**config.mk**
```make
export PLATFORM = sky130hd
export DESIGN_NAME = shift_mult_ctrl
export DESIGN_NICKNAME = d
export VERILOG_FILES = /design/src/rtl/mult_pkg.sv /design/src/rtl/iter_counter.sv /design/src/rtl/shift_mult_ctrl.sv
export SDC_FILE = /design/constraint.sdc
export NUM_CORES = 1
export LEC_CHECK = 0
export BUFFER_PORTS_ARGS = -buffer_cell sky130_fd_sc_hd__buf_2
export CAP_MARGIN = 20
export CORE_AREA = 4 4 41 43
export CTS_BUF_LIST = sky130_fd_sc_hd__clkbuf_4 sky130_fd_sc_hd__clkbuf_8
export DETAILED_ROUTE_END_ITERATION = 10
export DIE_AREA = 0 0 45 47
export PLACE_DENSITY = 0.64
export REMOVE_ABC_BUFFERS = 1
export SYNTH_ARGS = -nofsm -noshare
export SYNTH_HDL_FRONTEND = slang
export SYNTH_HIERARCHICAL = 1
export SYNTH_SLANG_ARGS = --single-unit
```
**constraint.sdc**
```tcl
create_clock -name clk -period 1.7 [get_ports clk]
set_input_delay 0.255 -clock clk [delete_from_list [all_inputs] [get_ports clk]]
set_output_delay 0.255 -clock clk [all_outputs]
set_load 0.01 [all_outputs]
```
**src/rtl/mult_pkg.sv**
```systemverilog
// Shared definitions for the sequenced shift-add multiplier: FSM state encodings
// and a width helper used by the controller and its iteration counter.
package mult_pkg;

    typedef logic [2:0] state_t;

    localparam state_t ST_IDLE  = 3'd0;
    localparam state_t ST_LOAD  = 3'd1;
    localparam state_t ST_ADD   = 3'd2;
    localparam state_t ST_SHIFT = 3'd3;
    localparam state_t ST_DONE  = 3'd4;

    // $clog2(1) is 0, so a counter for N=1 still needs one physical bit
    function automatic int safe_width(input int w);
        return (w < 1) ? 1 : w;
    endfunction

endpackage

```
**src/rtl/iter_counter.sv**
```systemverilog
// Iteration counter for the multiplier sequencer: clear has priority over
// increment, and last flags the final iteration (count == N-1).
module iter_counter
    import mult_pkg::*;
#(
    parameter int N  = 32,
    parameter int CW = $clog2(N)
) (
    input  logic                       clk,
    input  logic                       rst,
    input  logic                       clr_i,
    input  logic                       inc_i,
    output logic [safe_width(CW)-1:0]  count_o,
    output logic                       last_o
);

    localparam int CWI = safe_width(CW);

    logic [CWI-1:0] count_q;
    logic [CWI-1:0] count_d;

    always_comb begin
        count_d = count_q;
        if (clr_i) begin
            count_d = '0;
        end else if (inc_i) begin
            count_d = count_q + CWI'(1);
        end
    end

    always_ff @(posedge clk or posedge rst) begin
        if (rst) begin
            count_q <= '0;
        end else begin
            count_q <= count_d;
        end
    end

    assign count_o = count_q;
    assign last_o  = (count_q == CWI'(N - 1));

endmodule

```
**src/rtl/shift_mult_ctrl.sv**
```systemverilog
// Sequencer for an N-bit shift-add multiplier; drives external A/B/P registers.
//   state | meaning
//   IDLE  | waiting for start, all outputs low
//   LOAD  | load A and B, clear P, clear iteration counter
//   ADD   | add A into P when multiplier LSB is 1
//   SHIFT | shift {P,B} right, advance iteration counter
//   DONE  | one-cycle completion pulse
module shift_mult_ctrl
    import mult_pkg::*;
#(
    parameter int N  = 32,
    parameter int CW = $clog2(N)
) (
    input  logic clk,
    input  logic rst,
    input  logic start,
    input  logic abort,
    input  logic lsb,
    output logic ldA,
    output logic ldB,
    output logic clrP,
    output logic ldP,
    output logic shR,
    output logic busy,
    output logic done
);

    localparam int CWI = safe_width(CW);

    state_t         state_q;
    state_t         state_d;
    logic           abort_act;
    logic           cnt_clr;
    logic           cnt_inc;
    logic           cnt_last;
    logic [CWI-1:0] iter_cnt_unused;

    assign abort_act = abort && (state_q != ST_IDLE);

    // Counter returns to zero on every exit path so a new operation never sees a stale count
    assign cnt_clr = (state_q == ST_LOAD) || abort_act ||
                     ((state_q == ST_SHIFT) && cnt_last);
    assign cnt_inc = (state_q == ST_SHIFT);

    iter_counter #(
        .N  (N),
        .CW (CW)
    ) u_iter (
        .clk     (clk),
        .rst     (rst),
        .clr_i   (cnt_clr),
        .inc_i   (cnt_inc),
        .count_o (iter_cnt_unused),
        .last_o  (cnt_last)
    );

    always_ff @(posedge clk or posedge rst) begin
        if (rst) begin
            state_q <= ST_IDLE;
        end else begin
            state_q <= state_d;
        end
    end

    always_comb begin
        state_d = state_q;
        if (abort_act) begin
            state_d = ST_IDLE;
        end else begin
            case (state_q)
                ST_IDLE:  if (start) state_d = ST_LOAD;
                ST_LOAD:  state_d = ST_ADD;
                ST_ADD:   state_d = ST_SHIFT;
                ST_SHIFT: state_d = cnt_last ? ST_DONE : ST_ADD;
                ST_DONE:  state_d = ST_IDLE;
                default:  state_d = ST_IDLE;
            endcase
        end
    end

    always_comb begin
        ldA  = 1'b0;
        ldB  = 1'b0;
        clrP = 1'b0;
        ldP  = 1'b0;
        shR  = 1'b0;
        busy = 1'b0;
        done = 1'b0;
        case (state_q)
            ST_LOAD: begin
                ldA  = 1'b1;
                ldB  = 1'b1;
                clrP = 1'b1;
                busy = 1'b1;
            end
            ST_ADD: begin
                ldP  = lsb;
                busy = 1'b1;
            end
            ST_SHIFT: begin
                shR  = 1'b1;
                busy = 1'b1;
            end
            ST_DONE: begin
                done = 1'b1;
                busy = 1'b1;
            end
            default: begin
                busy = 1'b0;
            end
        endcase
    end

endmodule

```
==> results.txt <==
----------------------------------------------------
[Run status]
  Result of the run ... finished clean

[Floorplan]
  Number of cell rows ... 13
  Die Height ... 47 um
  Floorplan Core Area ... approximately 1300 sq um
  Starting density of the core ... ~40%
  Die width ... between 40 and 50 um
  Die Area ... 2120 sq um
  Count of boundary I/O pins ... 12

[Hold path]
  Worst Hold Class ... input port to register
  Worst hold stages ... 2

[STA]
  Setup Skew ... between 0.006 and 0.007 ns
  Worst slew margin relative to its limit ... between 80% and 90%
  Worst-case setup margin in the final layout ... approximately 0.050 ns
  Count of pins over their slew limit ... 0
  Fin crit share ... a little over nine tenths
  Actual slew at the worst max-slew pin ... ~0.26 ns
  Fmax achieved ... between 600 and 700 MHz
  Fin. Hold Viols ... 0
  Final critical path time including I/O delays and setup ... 1.65 ns
  Setup-violating endpoint count in the final report ... 0

[Logic synthesis]
  Total of flip-flops plus latches after synthesis ... 8
  Most common cell in the netlist ... dfrtp_1
  Count of mapped cells out of synthesis ... 49
  Async S/R FF share, synth ... 100%
  Post-synth EDFFs ... 0
  Register area share after synthesis ... 38.3%
  Top-area cell type share of the netlist area ... 38.3%
  Main flop type after synthesis ... dfrtp_1
  Total standard cell area after synthesis ... around 520 sq um
  Largest area contributor in the netlist ... dfrtp_1
  Yosys warning count ... 6
  List of most frequent post-synthesis cells ... dfrtp_1, nor2_1, inv_1
  Number of distinct library cells after synthesis ... 28
  Main area contributors after synthesis ... dfrtp_1, ha_1, buf_6, nor2_1, nand4_4
  Syn avg cell area ... roughly 11 sq um

[Finish]
  Layout fillers ... 127
  Area growth syn-to-layout ... 34.9%
  Final non-filler cell total ... just under 90
  Net total in the final layout ... 81
  # diodes ... 0
  Design area ... 706 sq um
  Ratio of cells with drive above 1 in the final layout ... between 50% and 60%

[Placement]
  Placed Instance Area ... ~630 sq um
  # port buffers ... 11
  Final estimated routing congestion in global placement ... between 0.6 and 0.7
  Total half-perimeter wirelength after legalization and detailed placement ... around 750 um
  Pre-CTS setup slack ... -0.0207 ns
  Placed Cells ... 80

[Critical path]
  Data arrival time of the critical path ... roughly 1.8 ns
  Type of destination of the critical path ... register
  Destination of the worst register-to-register timing path ... u_iter/count_o[3]
  Worst-path fanout max ... 3
  Type of element launching the critical path ... register
  Worst setup slack for register-to-register paths ... around 0.05 ns
  Type of the worst setup path ... register to register
  Start point of the critical path ... u_iter/count_o[0]
  CP required ... approximately 1.8 ns
  Startpoint of the lowest-slack register-to-register path ... u_iter/count_o[0]
  Worst Setup EP ... u_iter/count_o[3]
  Cell count of the worst reg-to-reg path ... 7

[Drt]
  Remaining number of nets flagged by the antenna check after routing ... 0
  Detailed Route Iter0 Violations ... 4
  Number of optimization iterations in the first detailed-route pass ... 3
  Post-DR wirelength/cell ... about 12 um
  Via/cell ratio ... ~4.6
  Vias after detailed routing ... ~400
  Routed wire length ... 1020 um
  DRC viols ... 0

[GRT]
  Overflow after GRT ... 0
  Largest net degree at the start of global routing ... 10
  Antenna violations before repair ... 0
  Global-route wire length before repair ... ~1600 um
  Via count of the first global-routing pass ... about 390
  All-layer global routing usage ... about 11%

[Clock tree]
  Total clock buffers created by CTS ... 3
  Number of sinks on the clock net ... 8
  Clock tree from TritonCTS ... done
  Clock root buffer ... clkbuf_4
  Buffers from clock root to sink, at most ... 2
  Worst skew pair latency ... 0.26 ns
  Level count of the clock H-tree ... 1
  Clock transition time at the flip-flop clock pins of the worst setup and hold paths ... roughly 0.06 ns

[Power and ir drop]
  Worst IR drop on VDD ... 0.457 mV
  Total design power ... approximately 0.57 mW
  Power density relative to cell area ... 812 nW/um^2
  Leakage power summed over all cells ... between 0.3 and 0.4 nW

[Flow run]
  Max Cap Violations ... 0

----------------------------------------------------
cell families after synthesis:
family / Yosys count / synth area share, %
fa+ha+maj: 2 / 4.78
mux: 3 / 6.70
flops: 8 / 38.3
compound gates: 5 / 7.17
xor+xnor: 2 / 3.35
simple gates: 22 / 30.4
buf+inv: 7 / 9.33
layer usage:
| layer | track usage [%] | vias up | share of wire [%] |
|---|---|---|---|
| li1 | - | 209 | - |
| met1 | 13.1 | 184 | 43 |
| met2 | 17.5 | 6 | 50 |
| met3 | 3.45 | 2 | 3.3 |
| met4 | 8.77 | 0 | 2.8 |
| met5 | 0 | - | 0 |
stage by stage:
step           util, %  hold WS (ns)  setup TNS (ns)
5_1_grt           54.2         0.184         -0.0293
3_5_place_dp      48.2         0.138         -0.0207
6_report          54.2         0.194               0
4_1_cts           51.0         0.184               0
3_3_place_gp      48.2         0.133         -0.0243
2_1_floorplan        -       0.00864         -0.0723
where the power goes:
group,internal [mW],switching [mW]
Sequential,0.207,0.0241
Combinational,0.100,0.0917
Clock,0.0811,0.0689
worst min path at each step:
| stage | startpoint | end | slack (ns) |
|---|---|---|---|
| final | abort | state_q[1] | 0.19 |
| after floorplan | rst | state_q[0] | 0.009 |
| after global routing | abort | state_q[1] | 0.18 |
| after detailed placement | rst | state_q[1] | 0.14 |
| after CTS | abort | state_q[1] | 0.18 |
| after global placement | rst | state_q[2] | 0.13 |
cell usage in the layout, fill, tap and decap left out:
master,n
nor2b_1,1
clkbuf_4,3
nand4_4,1
and2_1,1
nand2b_1,1
nand3b_1,1
nor4_2,1
nor3_2,1
ha_2,1
a211oi_2,1
nor2_4,1
inv_1,3
o21ai_0,1
dfrtp_1,8
nand2b_4,1
buf_4,12
buf_2,11
nor2_1,6
a21oi_1,1
o21ai_2,1
mux2_4,1
and3_1,1
dlygate4sd3_1,1
nand2_1,2
and3_4,1
and2b_1,1
mux2i_1,2
nor3_1,1
nand2b_2,1
xnor2_1,2
a21bo_2,1
ha_4,1
critical path, stage by stage, from the launching register on:
cell	delay (ns)
dfrtp_1	0.37
ha_2	0.19
and3_4	0.19
ha_4	0.12
nor2b_1	0.05
o21ai_2	0.18
and2b_1	0.20
mux2_4	0.25
state kept, by name, summed over array words and instances (netlist names):
| signal | cells |
|---|---|
| state_q | 3 |
| u_iter/count_o | 5 |
timing repair:
action                                  CTS  global route
setup buffers                             0             3
hold buffers                              1             0
resized for setup                         1             4
hold endpoints to repair                  8             0
pin swaps                                 0             2
endpoints found under the setup margin    1             1
area by class of cell:
type	count	area, sq um	share of cell area [%]
repair buffers	24	155	22.0
flip-flops and latches	8	200	28.4
well taps	15	18.8	2.66
inverters	3	11.3	1.60
clock buffers	3	22.5	3.19
multi-input cells	34	298	42.2
(Power assumes the default switching activity.)
